[config.mk]
export PLATFORM = sky130hd
export DESIGN_NAME = spi_xfer_sched
export DESIGN_NICKNAME = d
export VERILOG_FILES = /design/src/rtl/spi_xfer_sched.sv
export SDC_FILE = /design/constraint.sdc
export NUM_CORES = 1
export LEC_CHECK = 0
export CAP_MARGIN = 20
export CORE_ASPECT_RATIO = 1.5
export CORE_MARGIN = 5
export CORE_UTILIZATION = 43
export CTS_BUF_LIST = sky130_fd_sc_hd__clkbuf_16
export CTS_CLUSTER_DIAMETER = 80
export CTS_CLUSTER_SIZE = 28
export DETAILED_ROUTE_END_ITERATION = 6
export GPL_ROUTABILITY_DRIVEN = 1
export PLACE_DENSITY_LB_ADDON = 0.2
export SKIP_LAST_GASP = 1
export SLEW_MARGIN = 25
export SYNTH_ARGS = -nofsm -noshare
export SYNTH_HDL_FRONTEND = slang
export SYNTH_SLANG_ARGS = --single-unit
export TNS_END_PERCENT = 5
[constraint.sdc]
create_clock -name clk_i -period 2 [get_ports clk_i]
set_input_delay 0.2 -clock clk_i [delete_from_list [all_inputs] [get_ports clk_i]]
set_output_delay 0.2 -clock clk_i [all_outputs]
set_load 0.1 [all_outputs]
[src/rtl/spi_xfer_sched.sv]
// Transfer scheduler: pops TX FIFO words into the SPI shift engine and pushes received words to the RX FIFO.
// Define SPI_SCHED_TIMEOUT_EN to add the engine watchdog and the sticky error_o flag.
module spi_xfer_sched #(
    parameter int DATA_WIDTH     = 16,
    parameter int REG_WIDTH      = 16,
    parameter int TIMEOUT_CYCLES = 1024
) (
    input  logic                  clk_i,
    input  logic                  arst_n_i,
    input  logic                  soft_rst_i,
    input  logic                  enable_i,
    input  logic [REG_WIDTH-1:0]  burst_len_i,
    input  logic                  tx_empty_i,
    output logic                  tx_req_o,
    input  logic                  tx_resp_i,
    input  logic [DATA_WIDTH-1:0] tx_data_i,
    output logic                  tx_ack_o,
    output logic                  eng_start_o,
    output logic [DATA_WIDTH-1:0] eng_data_o,
    input  logic                  eng_done_i,
    input  logic [DATA_WIDTH-1:0] eng_data_i,
    input  logic                  rx_full_i,
    output logic                  rx_req_o,
    output logic [DATA_WIDTH-1:0] rx_data_o,
    input  logic                  rx_ack_i,
    output logic                  busy_o,
    output logic                  burst_done_o,
    output logic [REG_WIDTH-1:0]  xfer_cnt_o,
    output logic                  error_o
);

    typedef enum logic [2:0] {
        S_IDLE,
        S_FETCH,
        S_START,
        S_SHIFT,
        S_STORE,
        S_NEXT
    } state_t;

    if (TIMEOUT_CYCLES < 1) begin : g_bad_timeout
        $error("TIMEOUT_CYCLES must be at least 1");
    end

    state_t                state_q, state_d;
    logic [REG_WIDTH-1:0]  cnt_q, cnt_d;
    logic [DATA_WIDTH-1:0] eng_data_q, rx_data_q;
    logic                  tx_ack_q, tx_ack_d;
    logic                  burst_done_q, burst_done_d;
    logic                  load_tx, load_rx;
    logic                  timeout;
    logic                  error_q;

`ifdef SPI_SCHED_TIMEOUT_EN
    localparam int TW = $clog2(TIMEOUT_CYCLES + 1);

    logic [TW-1:0] timer_q;

    // Counts cycles spent in SHIFT; timeout fires in the last allowed cycle if the engine is still busy.
    assign timeout = (state_q == S_SHIFT) && !eng_done_i &&
                     (timer_q == TW'(TIMEOUT_CYCLES - 1));

    always_ff @(posedge clk_i or negedge arst_n_i) begin
        if (!arst_n_i) begin
            timer_q <= '0;
            error_q <= 1'b0;
        end else if (soft_rst_i) begin
            timer_q <= '0;
            error_q <= 1'b0;
        end else begin
            timer_q <= (state_q == S_SHIFT) ? timer_q + TW'(1) : '0;
            if (timeout) begin
                error_q <= 1'b1;
            end
        end
    end
`else
    assign timeout = 1'b0;
    assign error_q = 1'b0;
`endif

    // NOTE: every signal written here gets a default first, so no path can infer a latch.
    always_comb begin
        state_d      = state_q;
        cnt_d        = cnt_q;
        tx_ack_d     = 1'b0;
        burst_done_d = 1'b0;
        load_tx      = 1'b0;
        load_rx      = 1'b0;
        unique case (state_q)
            S_IDLE: begin
                if (enable_i && !tx_empty_i && !error_q) begin
                    state_d = S_FETCH;
                end
            end
            S_FETCH: begin
                if (tx_resp_i) begin
                    load_tx  = 1'b1;
                    tx_ack_d = 1'b1;
                    state_d  = S_START;
                end
            end
            S_START: state_d = S_SHIFT;
            S_SHIFT: begin
                if (eng_done_i) begin
                    load_rx = 1'b1;
                    state_d = S_STORE;
                end else if (timeout) begin
                    cnt_d   = '0;
                    state_d = S_IDLE;
                end
            end
            S_STORE: begin
                if (rx_ack_i) begin
                    cnt_d   = cnt_q + REG_WIDTH'(1);
                    state_d = S_NEXT;
                end
            end
            S_NEXT: begin
                // A zero burst length means continuous mode: the count just wraps.
                if ((burst_len_i != '0) && (cnt_q == burst_len_i)) begin
                    burst_done_d = 1'b1;
                    cnt_d        = '0;
                    state_d      = S_IDLE;
                end else if (enable_i && !tx_empty_i) begin
                    state_d = S_FETCH;
                end else begin
                    state_d = S_IDLE;
                end
            end
            default: state_d = S_IDLE;
        endcase
    end

    // NOTE: state is updated with non-blocking assignments so every register samples pre-edge values.
    always_ff @(posedge clk_i or negedge arst_n_i) begin
        if (!arst_n_i) begin
            // NOTE: the data holding registers are reset too, because their values are visible on ports.
            state_q      <= S_IDLE;
            cnt_q        <= '0;
            eng_data_q   <= '0;
            rx_data_q    <= '0;
            tx_ack_q     <= 1'b0;
            burst_done_q <= 1'b0;
        end else if (soft_rst_i) begin
            state_q      <= S_IDLE;
            cnt_q        <= '0;
            eng_data_q   <= '0;
            rx_data_q    <= '0;
            tx_ack_q     <= 1'b0;
            burst_done_q <= 1'b0;
        end else begin
            state_q      <= state_d;
            cnt_q        <= cnt_d;
            tx_ack_q     <= tx_ack_d;
            burst_done_q <= burst_done_d;
            if (load_tx) begin
                eng_data_q <= tx_data_i;
            end
            if (load_rx) begin
                rx_data_q <= eng_data_i;
            end
        end
    end

    assign tx_req_o     = (state_q == S_FETCH);
    assign tx_ack_o     = tx_ack_q;
    assign eng_start_o  = (state_q == S_START);
    assign eng_data_o   = eng_data_q;
    assign rx_req_o     = (state_q == S_STORE) && !rx_full_i;
    assign rx_data_o    = rx_data_q;
    assign busy_o       = (state_q != S_IDLE);
    assign burst_done_o = burst_done_q;
    assign xfer_cnt_o   = cnt_q;
    assign error_o      = error_q;

endmodule

==> impl_metrics.toml, run 1 <==
[global_route]
antenna_found_initial = 0
grt_pass1_wl_um = 13100
overflow = 0
grt.total_usage_pct = 20.9
grt_max_degree = 35
grt_pass1_vias = 2798

[die]
num_io_pins = 112
start_util_pct = 44.3
die_h_um = 107
dieArea_um2 = 8040
num_rows = 35
coreArea_um2 = 6130
die_w_um = 74.9

[synthesis]
synth_cell_type_count = 45
synth_top_cell_area_share_pct = 48.8
yosys.area.top_type = "dfrtp_1"
synth.most_common_cell = "nand2_1"
synth_common_cells = "86 x nand2_1, 53 x dfrtp_1, 36 x a21oi_1, 17 x nor2_1, 16 x xor2_1"
synthArstFlopShare_pct = 100
synth_area_leaders = "dfrtp_1 49%, nand2_1 12%, a21oi_1 6.6%, xor2_1 5.2%, nor2_1 2.3%"
synth_ff_type = "dfrtp_1"
yosysSeqAreaShare_pct = 48.8
avgSynthCellArea_um2 = 8.60
synthesis.area_um2 = 2720
syn_inst = 316
yosys_register_bits = 53
synth_edf_count = 0
yosysWarningCount = 0
syn_nets = 374

[route]
drtIter0Drc = 196
vias = 2758
ant_nets = 0
first_pass_iters = 4
routedWlPerCell_um = 16.0
drcViolationCount = 0
routed_via_density = 5.37
routed_wl_um = 8220

[power]
comb_power_share_pct = 32.9
ir_drop_mv = 0.635
clkPwrFrac_pct = 30.8
internal-power_mw = 2.04
netSwitchingPower_mw = 1.19
pwr-share-seq_pct = 36.2
p_per_area_nw_per_um2 = 791
p_sw_share_pct = 36.9
power_mw = 3.23
leakagePower_nw = 1.85

[cells_and_area]
drive_gt1_share_pct = 21.8
n_fill_cell = 525
diodes = 0
ff_latch_area_um2 = 1330
synthToLayoutAreaGrowth_pct = 50.3
final_util_pct = 66.6
multi_input_area_um2 = 1290
design_area_um2 = 4080
nNetsFinal = 497

[clock_tree]
post_cts_buffers = 0
cts_num_sinks = 53
clk_latency_ns = 0.29
cts_max_level = 2
clockBufferDepth = 2
numCtsBuffers = 5
cts-root-buf = "clkbuf_16"
path_clk_slew_ns = 0.07
cts_tree = "built"

[timing]
setup_violations = 0
hold_violations = 0
finalCritPeriodShare_pct = 93.2
rsz0062_at_grt = "false"
slew_violations = 0
fin_crit_ns = 1.86
timing.fmax_ghz = 0.536
tightest_slew_ns = 0.505
skew_ns = 0.00855
max_slew_margin_pct = 66.3

[setup_path]
critPathSlowestCell = "dfrtp_1"
critical_path.most_common_cell = "nor2_1"
critPathCaptureType = "output port"
criticalPathCategory = "reg -> out"
cp_top_family = "simple AND/OR/NAND/NOR gates"
critPathMaxFanout = 11
cp_slowest_stage_delay_ns = 0.47
crit_arrival_ns = 1.66
crit_chain = "nor2_1 -> nand2_1 -> nor2_1 -> buf_12"
crit_path_start_kind = "flop"
required_ns = 1.80
path_buf_inv = 1

[outcome]
outcome = "finished, final reports clean"

[placement]
numPortBuffers = 110
dp_hpwl_um = 6280
place_area_um2 = 3900
gp_congestion = 0.899

[hold_path]
hold_class = "in -> async"

[job]
drv_cap = 0
[worst reg2reg max path, stage by stage (launching register included)]
cell and delay, ns:
dfrtp_1 0.52, ha_1 0.28, and3_2 0.21, nand4_1 0.22, o211a_1 0.30, a21oi_1 0.11, o21ai_1 0.08
[cell families after synthesis]
kind of cell | share of synthesized area, %
buffers and inverters | 4.10
AOI/OAI and AO/OA | 15.0
other | 0.138
adders and majority gates | 0.461
xor gates and xnor gates | 5.16
and+or+nand+nor | 25.9
muxes | 0.369
DFF | 48.8
[repair_timing]
| item | CTS | global route |
|---|---|---|
| endpoints found under the setup margin | 0 | 2 |
| endpoints found under the hold margin | 19 | 0 |
| gates resized for setup | 0 | 1 |
| hold buffers | 1 | 0 |
[flip-flops by register name (all words and copies together), names as in the netlist]
register      cells
xfer_cnt_o       16
state_q           3
rx_data_o        16
tx_ack_o          1
burst_done_o      1
eng_data_o       16
[routing by layer]
metal / global-route usage [%] / wire length [um] / part of all wire (%) / vias to the layer above
li1: - / - / - / 1337
met1: 23.6 / 3050 / 37 / 1306
met2: 36.8 / 4240 / 52 / 106
met3: 7.29 / 847 / 10 / 9
met4: 4.83 / 82 / 1.0 / 0
met5: 0 / 0 / 0 / -
[layout by cell type, fill, tap and decap left out, types with 2 or more instances in the layout]
master / synthesis / layout
o21ai_1: 3 / 2
nor3b_2: 1 / 2
buf_12: 0 / 4
o211ai_1: 5 / 5
and4_4: 2 / 2
clkbuf_16: 0 / 5
nand4_1: 5 / 5
a21oi_1: 36 / 36
and3_1: 2 / 2
nand2b_1: 2 / 2
nand2_1: 86 / 86
xor2_1: 16 / 16
or3_1: 4 / 4
and3_2: 2 / 2
nor2_1: 17 / 17
clkdlybuf4s50_1: 0 / 55
o21ai_0: 10 / 10
buf_4: 2 / 72
a21o_1: 2 / 2
o22ai_1: 3 / 3
dfrtp_1: 53 / 53
nand3_1: 11 / 11
nor3_1: 4 / 4
nor4_1: 9 / 9
a31oi_1: 3 / 3
inv_1: 4 / 4
[worst paths after layout]
kind / start / to / slack, ns / cells past startpoint
max: state_q[1]$_DFFE_PN0P_ / rx_req_o / 0.14 / 4
min: arst_n_i / xfer_cnt_o[1]$_DFFE_PN0P_ / 0.41 / 2
max reg2reg: xfer_cnt_o[0]$_DFFE_PN0P_ / xfer_cnt_o[14]$_DFFE_PN0P_ / 0.18 / 6
min reg2reg: eng_data_o[9]$_DFFE_PN0P_ / eng_data_o[9]$_DFFE_PN0P_ / 0.52 / 2
max in group asynchronous: arst_n_i / rx_data_o[14]$_DFFE_PN0P_ / 1.04 / 3
min in group clk_i: tx_data_i[11] / eng_data_o[11]$_DFFE_PN0P_ / 0.44 / 3
[through the flow]
| step | hold WS, ns | TNS [ns] | worst slack [ns] | cells |
|---|---|---|---|---|
| floorplan | -0.0956 | -4.24 | -0.793 | 316 |
| detailed placement | 0.191 | 0 | 0.0208 | 505 |
| global route | 0.443 | 0 | 0.0102 | 514 |
| CTS | 0.420 | 0 | 0.159 | 514 |
| finish | 0.410 | 0 | 0.136 | 514 |
| global placement | 0.189 | 0 | 0.0413 | 505 |
[power groups by stage]
stage,logic (mW),registers [mW],clock network [mW]
after floorplan,0.387,1.50,0
after global placement,1.06,1.19,0
after detailed placement,1.07,1.19,0
after CTS,1.07,1.17,1.00
after global routing,1.12,1.18,1.06
final,1.06,1.17,0.996
[area by class of cell]
type / instances / area share [%]
clock buffers: 5 / 3.06
inverters: 5 / 0.460
multi-input cells: 241 / 31.5
flip-flops and latches: 53 / 32.5
repair buffers: 133 / 29.1
well taps: 74 / 2.27
clock inverters: 3 / 1.13
Power figures use the tool's default switching activity.
==> run 2, diff against run 1 <==
Settings changed: CAP_MARGIN 20 to unset, REMOVE_ABC_BUFFERS set to 1.
==> run 2 against run 1 <==
Compared with the run above:
- power is 6.0% lower
- setup slack worse by 0.013 ns
- core utilization is 1.1 points lower
- die area stayed put
==> impl_metrics.toml, run 2 (synthesis gave the netlist of run 1 again) <==
[setup_path]
criticalPathCategory = "reg -> reg"
crit_path_start_kind = "flop"
critPathSlowestCell = "dfrtp_1"
crit_arrival_ns = 2.05
crit_chain = "ha_1 -> and3_2 -> nand4_1 -> o211a_1 -> a21oi_1 -> o21ai_1"
path_buf_inv = 0
critPathCaptureType = "flop"
critPathMaxFanout = 6
cp_top_family = "flip-flops"
required_ns = 2.17
cp_slowest_stage_delay_ns = 0.52

[cells_and_area]
synthToLayoutAreaGrowth_pct = 47.7
diodes = 0
n_fill_cell = 539
drive_gt1_share_pct = 20.8
final_common_cell = "nand2_1"
final_cell_mix = "86 x nand2_1, 70 x buf_4, 55 x clkdlybuf4s50_1, 53 x dfrtp_1, 36 x a21oi_1"
nNetsFinal = 494
stdcell_count = 511

[die]
num_io_pins = 112
dieArea_um2 = 8040
die_h_um = 107
num_rows = 35
start_util_pct = 44.3
die_w_um = 74.9
coreArea_um2 = 6130

[route]
drcViolationCount = 0
vias = 2785
routedWlPerCell_um = 15.7
ant_nets = 0
routed_via_density = 5.45
routed_wl_um = 8010
drtIter0Drc = 144
first_pass_iters = 5

[placement]
post-place-ws_ns = 0.0385
gp_congestion = 0.870
numPortBuffers = 110
place_inst = 502
dp_hpwl_um = 6180

[timing]
slew_violations = 0
tightest_slew_ns = 0.564
setup_violations = 0
timing.fmax_ghz = 0.533
skew_ns = 0.00564
rsz0062_at_grt = "false"
setup_ws_ns = 0.123
max_slew_margin_pct = 62.3
fin_crit_ns = 1.88
hold_violations = 0
finalCritPeriodShare_pct = 93.8

[hold_path]
hold_class = "in -> async"

[clock_tree]
post_cts_buffers = 0
cts_num_sinks = 53
cts_tree = "built"
path_clk_slew_ns = 0.07
cts-root-buf = "clkbuf_16"
numCtsBuffers = 5
clockBufferDepth = 2
clk_latency_ns = 0.28
cts_max_level = 2

[power]
ir_drop_mv = 0.459
leakagePower_nw = 1.82
p_per_area_nw_per_um2 = 756

[global_route]
antenna_found_initial = 0
grt.total_usage_pct = 20.1
grt_pass1_wl_um = 12700
overflow = 0
grt_max_degree = 35
grt_pass1_vias = 2772

[outcome]
outcome = "finished, final reports clean"

[job]
drv_cap = 0
-- run 2: layout make-up --
cell class | instances | area, um^2 | area share (%)
Timing Repair Buffer | 130 | 1150 | 28.7
Clock inverter | 3 | 17.5 | 0.437
Multi-Input combinational cell | 241 | 1280 | 31.9
Sequential cell | 53 | 1330 | 33.1
Clock buffer | 5 | 125 | 3.12
Tap cell | 74 | 92.6 | 2.31
Inverter | 5 | 18.8 | 0.468
-- run 2: metal layers --
layer | GRT usage [%] | share of wire (%)
met4 | 8.02 | 2.5
met3 | 3.74 | 9.4
met2 | 35.0 | 49
met5 | 0 | 0
met1 | 23.7 | 39
-- run 2: timing repair --
item | 4_1_cts | 5_1_grt
endpoints found under the setup margin | 0 | 1
resized for setup | 0 | 1
endpoints found under the hold margin | 7 | 0
hold buffers | 1 | 0
-- run 2: where the power goes --
part	switching, mW	internal (mW)	total (mW)
combinational	0.729	0.304	1.03
clock	0.362	0.459	0.821
sequential	0.0533	1.13	1.18
-- run 2: per-stage QoR --
step	util [%]	hold WS (ns)	instance area, um^2	TNS (ns)	power, mW
detailed placement	62.9	0.0549	3860	0	2.23
floorplan	-	-0.0956	2620	-6.40	1.86
finish	65.4	0.293	4010	0	3.03
global placement	62.9	0.0549	3860	0	2.22
CTS	65.4	0.288	4010	0	3.06
global route	65.4	0.302	4010	0	3.17
-- run 2: worst paths after layout --
kind                       slack (ns)  depth (start not counted)                          to                        from
setup reg to reg                 0.12                          6  xfer_cnt_o[14]$_DFFE_PN0P_   xfer_cnt_o[0]$_DFFE_PN0P_
hold reg to reg                  0.52                          2  eng_data_o[15]$_DFFE_PN0P_  eng_data_o[15]$_DFFE_PN0P_
setup / recovery                 0.12                          6  xfer_cnt_o[14]$_DFFE_PN0P_   xfer_cnt_o[0]$_DFFE_PN0P_
hold / removal                   0.29                          2   eng_data_o[6]$_DFFE_PN0P_                    arst_n_i
max in group asynchronous        1.14                          3      state_q[2]$_DFFE_PN0P_                    arst_n_i
min in group clk_i               0.46                          3   rx_data_o[12]$_DFFE_PN0P_              eng_data_i[12]
